File: src/rtl/vending_ctrl.sv
// vending_ctrl: accumulates three coin denominations against PRICE, holds vend until ack, then pays change.
// Build macro VEND_TIMEOUT_EN adds an inactivity auto-refund while collecting (TIMEOUT_CYC cycles).
module vending_ctrl #(
    parameter int CREDIT_W    = 6,
    parameter int PRICE       = 15,
    parameter int COIN_A      = 1,
    parameter int COIN_B      = 5,
    parameter int COIN_C      = 10,
    parameter int TIMEOUT_CYC = 1000
) (
    input  logic                clk,
    input  logic                rst,
    input  logic [1:0]          coin_in,
    input  logic                cancel,
    input  logic                vend_ack,
    output logic                vend,
    output logic                change_pulse,
    output logic                coin_reject,
    output logic                busy,
    output logic [CREDIT_W-1:0] credit
);

    typedef enum logic [1:0] {
        S_IDLE    = 2'd0,
        S_COLLECT = 2'd1,
        S_VEND    = 2'd2,
        S_CHANGE  = 2'd3
    } state_t;

    localparam logic [CREDIT_W:0]   MAX_SUM = {1'b0, {CREDIT_W{1'b1}}};
    localparam logic [CREDIT_W:0]   PRICE_W = (CREDIT_W + 1)'(PRICE);
    localparam logic [CREDIT_W-1:0] PRICE_C = CREDIT_W'(PRICE);
    localparam logic [CREDIT_W:0]   VAL_A   = (CREDIT_W + 1)'(COIN_A);
    localparam logic [CREDIT_W:0]   VAL_B   = (CREDIT_W + 1)'(COIN_B);
    localparam logic [CREDIT_W:0]   VAL_C   = (CREDIT_W + 1)'(COIN_C);

    // Configurations that cannot work are stopped at elaboration.
    if (PRICE < 1 || PRICE > (1 << CREDIT_W) - 1) begin : g_bad_price
        $error("vending_ctrl: PRICE outside 1 .. 2^CREDIT_W-1");
    end
    if (TIMEOUT_CYC < 1) begin : g_bad_timeout
        $error("vending_ctrl: TIMEOUT_CYC must be at least 1");
    end

    function automatic logic [CREDIT_W:0] coin_value(input logic [1:0] code);
        logic [CREDIT_W:0] val;
        case (code)
            2'b01:   val = VAL_A;
            2'b10:   val = VAL_B;
            2'b11:   val = VAL_C;
            default: val = {(CREDIT_W + 1){1'b0}};
        endcase
        return val;
    endfunction

    state_t              state_r;
    state_t              state_nxt_s;
    logic [CREDIT_W-1:0] credit_nxt_s;
    logic                reject_nxt_s;
    logic [CREDIT_W:0]   sum_s;
    logic                coin_s;
    logic                coin_ok_s;
    logic [CREDIT_W-1:0] vend_rem_s;
    logic                tmo_hit_s;

    assign coin_s     = (coin_in != 2'b00);
    assign sum_s      = {1'b0, credit} + coin_value(coin_in);
    assign coin_ok_s  = coin_s && (sum_s <= MAX_SUM);
    assign vend_rem_s = credit - PRICE_C;

`ifdef VEND_TIMEOUT_EN
    localparam int TMO_W = $clog2(TIMEOUT_CYC + 1);
    localparam logic [TMO_W-1:0] TMO_LAST = TMO_W'(TIMEOUT_CYC - 1);

    logic [TMO_W-1:0] tmo_r;

    assign tmo_hit_s = (state_r == S_COLLECT) && (tmo_r == TMO_LAST) && !coin_ok_s;

    // Inactivity counter: advances only while staying in COLLECT without an accepted coin.
    always_ff @(posedge clk or negedge rst) begin
        if (!rst) begin
            tmo_r <= {TMO_W{1'b0}};
        end else if ((state_r == S_COLLECT) && (state_nxt_s == S_COLLECT) && !coin_ok_s) begin
            tmo_r <= tmo_r + {{(TMO_W - 1){1'b0}}, 1'b1};
        end else begin
            tmo_r <= {TMO_W{1'b0}};
        end
    end
`else
    assign tmo_hit_s = 1'b0;
`endif

    // Next-state, next-credit and coin-refusal decision for the controller.
    always_comb begin
        state_nxt_s  = state_r;
        credit_nxt_s = credit;
        reject_nxt_s = 1'b0;
        case (state_r)
            S_IDLE, S_COLLECT: begin
                if ((state_r == S_COLLECT) && (cancel || tmo_hit_s)) begin
                    // Refund wins over a coin landing in the same cycle; that coin goes back.
                    reject_nxt_s = coin_s;
                    state_nxt_s  = (credit == {CREDIT_W{1'b0}}) ? S_IDLE : S_CHANGE;
                end else if (coin_ok_s) begin
                    credit_nxt_s = sum_s[CREDIT_W-1:0];
                    state_nxt_s  = (sum_s >= PRICE_W) ? S_VEND : S_COLLECT;
                end else begin
                    reject_nxt_s = coin_s;
                end
            end
            S_VEND: begin
                reject_nxt_s = coin_s;
                if (vend_ack) begin
                    credit_nxt_s = vend_rem_s;
                    state_nxt_s  = (vend_rem_s == {CREDIT_W{1'b0}}) ? S_IDLE : S_CHANGE;
                end else begin
                    state_nxt_s = S_VEND;
                end
            end
            S_CHANGE: begin
                reject_nxt_s = coin_s;
                if (credit > {{(CREDIT_W - 1){1'b0}}, 1'b1}) begin
                    credit_nxt_s = credit - {{(CREDIT_W - 1){1'b0}}, 1'b1};
                    state_nxt_s  = S_CHANGE;
                end else begin
                    credit_nxt_s = {CREDIT_W{1'b0}};
                    state_nxt_s  = S_IDLE;
                end
            end
            default: begin
                credit_nxt_s = {CREDIT_W{1'b0}};
                state_nxt_s  = S_IDLE;
            end
        endcase
    end

    // Controller state register with all outputs registered from the next-state decision.
    always_ff @(posedge clk or negedge rst) begin
        if (!rst) begin
            state_r      <= S_IDLE;
            credit       <= {CREDIT_W{1'b0}};
            vend         <= 1'b0;
            change_pulse <= 1'b0;
            coin_reject  <= 1'b0;
            busy         <= 1'b0;
        end else begin
            state_r      <= state_nxt_s;
            credit       <= credit_nxt_s;
            vend         <= (state_nxt_s == S_VEND);
            change_pulse <= (state_nxt_s == S_CHANGE);
            coin_reject  <= reject_nxt_s;
            busy         <= (state_nxt_s == S_VEND) || (state_nxt_s == S_CHANGE);
        end
    end

endmodule
File: config.mk
export PLATFORM = sky130hd
export DESIGN_NAME = vending_ctrl
export DESIGN_NICKNAME = d
export VERILOG_FILES = /design/src/rtl/vending_ctrl.sv
export SDC_FILE = /design/constraint.sdc
export NUM_CORES = 1
export LEC_CHECK = 0
export ABC_AREA = 1
export CORE_ASPECT_RATIO = 1.2
export CORE_MARGIN = 2
export CORE_UTILIZATION = 45
export CTS_BUF_LIST = sky130_fd_sc_hd__clkbuf_4 sky130_fd_sc_hd__clkbuf_8
export CTS_CLUSTER_SIZE = 25
export DETAILED_ROUTE_END_ITERATION = 10
export PLACE_DENSITY = 0.68
export SETUP_SLACK_MARGIN = 0.4
export SLEW_MARGIN = 20
export SYNTH_ARGS = -nofsm -noshare
export SYNTH_HDL_FRONTEND = slang
export SYNTH_SLANG_ARGS = --single-unit
File: constraint.sdc
create_clock -name clk -period 2.6 [get_ports clk]
set_clock_uncertainty 0.2 [all_clocks]
set_input_delay 0.52 -clock clk [delete_from_list [all_inputs] [get_ports clk]]
set_output_delay 0.52 -clock clk [all_outputs]
set_load 0.01 [all_outputs]
* After elaboration in Yosys (flattened, before gate mapping)
Cells that the tools add are included.
Storage, ports and cells: bits in writable memories 0, latch bits 0, memory bits (read-only) 0, logic and storage cells 50, flip-flop bits (word level) 12, memories 0
Operators by class: add/sub/neg operators 3, reductions and logical operators 10, $mul 0, divide/modulo/power cells 0, equality and inequality tests 11, shifts and indexed selects 0, magnitude comparators 3, mux-type cells 17, bitwise logic cells 0
Operators with widths (number):
- $mux W6 | 4
- $pmux W6 S3 | 1
- $mux W2 | 7
- $eq A2 B2 Y1 const B | 6
- $logic_not A6 Y1 | 2
- $pmux W4 S3 | 1
- $add A6 B7 Y7 | 1
- $ge A7 B4 Y1 const B | 1
- $le A7 B6 Y1 const B | 1
- $gt A6 B1 Y1 const B | 1
- $ne A2 B2 Y1 const B | 3
- $pmux W2 S3 | 1
- $sub A6 B1 Y6 const B | 1
- $sub A6 B4 Y6 const B | 1
- $eq A2 B1 Y1 const B | 2
- $reduce_or A2 Y1 | 2
- $reduce_and A3 Y1 | 1
- $logic_and A1 B1 Y1 | 2
- $logic_not A2 Y1 | 1
- $mux W1 | 2
- $pmux W1 S2 | 1
- $reduce_bool A2 Y1 | 1
- $logic_or A1 B1 Y1 | 1

* Depth between registers and ports, before layout
depth in word-level cells 10, depth in mapped cells 18, depth with buffers taken out 18

* Worst setup path after synthesis
OpenSTA, ideal clock, no wires.
kind input-to-reg, start input port coin_in[0], end register change_pulse, library setup time 0.113 ns, slack 0.299 ns, data arrival time 1.988 ns, required time 2.287 ns, path buffers 0, cell stages on the path 17, cells stage by stage ha_1 -> inv_1 -> nand2_1 -> and2_1 -> ha_1 -> inv_1 -> nand2_2 -> xnor2_1 -> nor2_1 -> nand3_1 -> nand3_2 -> nand2_1 -> nand2_1 -> nand2_1 -> nand2_2 -> nand2_1 -> inv_1
Between the ends: longest elaborated chain between the ends 9, elaborated cells on any way between the ends 14, those cells by class add/sub: 1; order compare: 2; eq/ne: 4; mux: 5; reduce/logical: 2
Ends and longest elaborated chain:
- from (decl) | RTL line 13 | input logic [1:0] coin_in,
- $eq A2 B2 Y1 or $eq A2 B1 Y1 (tied branches) | RTL line 47 | case (code)
- $pmux W4 S3 | RTL line 47
- $add A6 B7 Y7 | RTL line 67 | assign sum_s = {1'b0, credit} + coin_value(coin_in);
- $ge A7 B4 Y1 or $le A7 B6 Y1 (tied branches) | RTL line 106, 68
- $mux W2 or $logic_and A1 B1 Y1 (tied branches) | RTL line 106, 68
- $mux W2 * | RTL line 104 | end else if (coin_ok_s) begin
- $mux W2 * | RTL line 100 | if ((state_r == S_COLLECT) && (cancel || tmo_hit_s)) begin
- $pmux W2 S3 * | RTL line 98 | case (state_r)
- net state_nxt_s[1] | RTL line 57 | state_t state_nxt_s;
- $eq A2 B2 Y1 * | RTL line 150 | change_pulse <= (state_nxt_s == S_CHANGE);
- to (signal assigned) | RTL line 150
- to (decl) | RTL line 17 | output logic change_pulse,
The timed path passes the listed nets; every way through them passes the cells marked *. A chain may end at the register's enable or synchronous reset.

* Worst setup path in the final report
Ends and elaborated chain as after synthesis.

==> reports/metrics.cfg <==
[routing]
wl_per_cell_microns = 12.8
drc_errors = 0
antenna_left = 0
firstDrtPassIters = 4
vias_per_cell = 5.17
wirelength_microns = 3040
routed-via-count = 1226
dr.first_iter.drc_count = 25

[die]
die-area_sq_mm = 0.00302
fp-row-count = 20
die_w_microns = 50.5
die_y_microns = 59.8
core-area_sq_mm = 0.00250
boundaryPins = 16
start_util_pct = 46.6

[timing]
setup_viol = 0
fmax_mhz = 458
tightest_slew_ns = 0.469
holdWs_ns = 0.379
setup_slack_ns = 0.414
slew_headroom_pct = 68.6
timing.final.crit_share_pct = 84.1
period_needed_ns = 2.19
timing_hold_violations_final = 0
rsz0062_at_grt = yes
drv_slew = 0

[power_and_ir_drop]
p_total_mw = 1.99
combPwrFrac_pct = 73.4
p_int_mw = 1.01
p_switching_mw = 0.984
peakVddDrop_uv = 532
power.leakage_nw = 0.798
swShare_pct = 49.4
clkPwrFrac_pct = 6.1
seqPwrFrac_pct = 20.5
power_density_mw_per_mm2 = 1210

[grt]
antenna_found_initial = 0
overflow = 0
grt_pass1_vias = 1186
grt_max_degree = 12
grt_usage_pct = 22.3
grt_pass1_wl_microns = 5090

[critical_path]
crit_chain = buf_8 > inv_6 > ha_4 > ha_4 > ha_4 > inv_2 > nand2_4 > xnor2_2 > nor2_1 > nand3_1 > nand3_2 > nand3_1 > nand2_1 > nand2_2 > nand2_1 > inv_1
cp.required_ns = 2.56
crit_arrival_ns = 2.15
startpoint_type = input pin
cpMaxStageDelayCell = ha_4
crit_top_cell = ha_4
worst_setup_path_end_kind = register
path_max_fanout = 3
cpPeakStageDelay_ns = 0.20
crit_type = input pin to register

[clock_network]
clkTransAtPathRegs_ns = 0.06
cts_num_sinks = 11
tritoncts = built
clock_tree.root_cell = clkbuf_4
cts.path.max_buffers = 2
numCtsBuffers = 3
h-tree-depth = 1
clk-insertion-delay-late_ns = 0.26
cts-hold-fix-buffers = 0

[synthesis]
ys_seq_area_share_pct = 23.6
syn-num-nets = 185
netlist_area_sq_mm = 0.00117
yosys_register_bits = 11
syn_avg_cell_area_sq_um = 6.90
ys.warnings.count = 0
synth_cell_types = 28
syn_inst = 169

[status]
status = completed

[finish]
syn_to_final_growth_pct = 41.2
fin_cells = 237
drive_gt1_share_pct = 36.8
mostFrequentLayoutCells = nand2_1 (33), inv_1 (18), buf_4 (16)
mostFrequentLayoutCell = nand2_1
antenna_cells = 0
finalNetCount = 221

[place]
gp_congestion = 0.999
pre_cts_slack_ns = -0.389
dp_cells = 229
io_buffers = 15
place_hpwl_microns = 2440

[hold_path]
min_path_type = input pin to asynchronous set/reset pin

[run]
cap_violations = 0

==> layout make-up <==
class                           count  area, sq um
Clock buffer                        4         30.0
Fill cell                         237          856
Inverter                           31          126
Multi-Input combinational cell    126          878
Sequential cell                    11          279
Tap cell                           33         41.3
Timing Repair Buffer               32          292
==> what timing repair did <==
action,CTS,global route
endpoints found under the hold margin,0,0
pin swaps,11,10
resized for setup,23,9
setup endpoints to repair,11,7
buffers inserted,1,3
==> synthesized netlist by cell type <==
library cell  count  area (sq um)
inv_4             2          12.5
a21oi_4           1          16.3
o21ai_0           6          30.0
nor3_1            1          5.00
nor2_1           15          56.3
nand2_4           1          11.3
xor2_1            5          43.8
nand3b_4          1          20.0
and2_4            1          8.76
nand2_1          40           150
inv_2             6          22.5
a311oi_1          1          8.76
ha_1             10           125
dfrtp_1          11           275
xnor2_1           1          8.76
a21oi_1           4          20.0
a21boi_0          1          7.51
o21ai_1           3          15.0
and2_1            1          6.26
nand3_2           4          40.0
nand4_1           1          6.26
buf_6             1          11.3
nor2_2            1          6.26
o221ai_1          3          26.3
nand2_2           8          50.1
inv_1            23          86.3
o21ai_2           3          26.3
nand3_1          14          70.1
==> cells by family after synthesis <==
kind of cell / Yosys count / synth area share [%]
and+or+nand+nor: 88 / 36.9
buffers and inverters: 32 / 11.4
AOI/OAI and AO/OA: 22 / 12.9
DFF: 11 / 23.6
adders and majority gates: 10 / 10.7
xor gates and xnor gates: 6 / 4.51
==> registers in the layout, summed over array words and instances (netlist names) <==
signal	count
vend	1
credit	6
change_pulse	1
coin_reject	1
state_r	2
==> critical path, delay by kind of cell <==
kind          cells  cell delay (ns)
simple gates      8             0.70
buf+inv           4             0.26
fa+ha+maj         3             0.51
xor+xnor          1             0.13
==> per-stage QoR <==
step | setup TNS [ns] | cell area, sq um | util (%)
after floorplan | 0 | 1230 | -
after global routing | 0 | 1650 | 65.8
after detailed placement | -3.29 | 1510 | 60.4
final | 0 | 1650 | 65.8
after CTS | 0 | 1600 | 63.8
after global placement | -2.28 | 1510 | 60.4
==> power groups by stage <==
| stage | logic [mW] | clock network (mW) | registers [mW] |
|---|---|---|---|
| 2_1_floorplan | 0.938 | 0 | 0.398 |
| 3_3_place_gp | 1.37 | 0 | 0.414 |
| 3_5_place_dp | 1.38 | 0 | 0.409 |
| 4_1_cts | 1.41 | 0.125 | 0.409 |
| 5_1_grt | 1.64 | 0.130 | 0.423 |
| 6_report | 1.46 | 0.122 | 0.408 |
==> routing by layer <==
layer / up-vias / track usage [%] / share of wire (%)
li1: 608 / - / -
met1: 576 / 24.4 / 40
met2: 29 / 44.0 / 54
met3: 13 / 0.250 / 2.1
met4: 0 / 11.6 / 3.8
met5: - / 0 / 0
==> final timing paths <==
check | cells after the start | to | start | slack, ns
worst max-delay path | 16 | change_pulse$_DFF_PN0_ | coin_in[0] | 0.41
worst min-delay path | 1 | credit[4]$_DFFE_PN0P_ | rst | 0.38
worst max register to register | 15 | change_pulse$_DFF_PN0_ | credit[1]$_DFFE_PN0P_ | 0.47
worst min register to register | 2 | credit[1]$_DFFE_PN0P_ | credit[1]$_DFFE_PN0P_ | 0.39
max in group asynchronous | 1 | credit[2]$_DFFE_PN0P_ | rst | 1.48
min in group clk | 2 | credit[1]$_DFFE_PN0P_ | credit[1]$_DFFE_PN0P_ | 0.39
No activity file was read; power rests on OpenSTA's default activity.
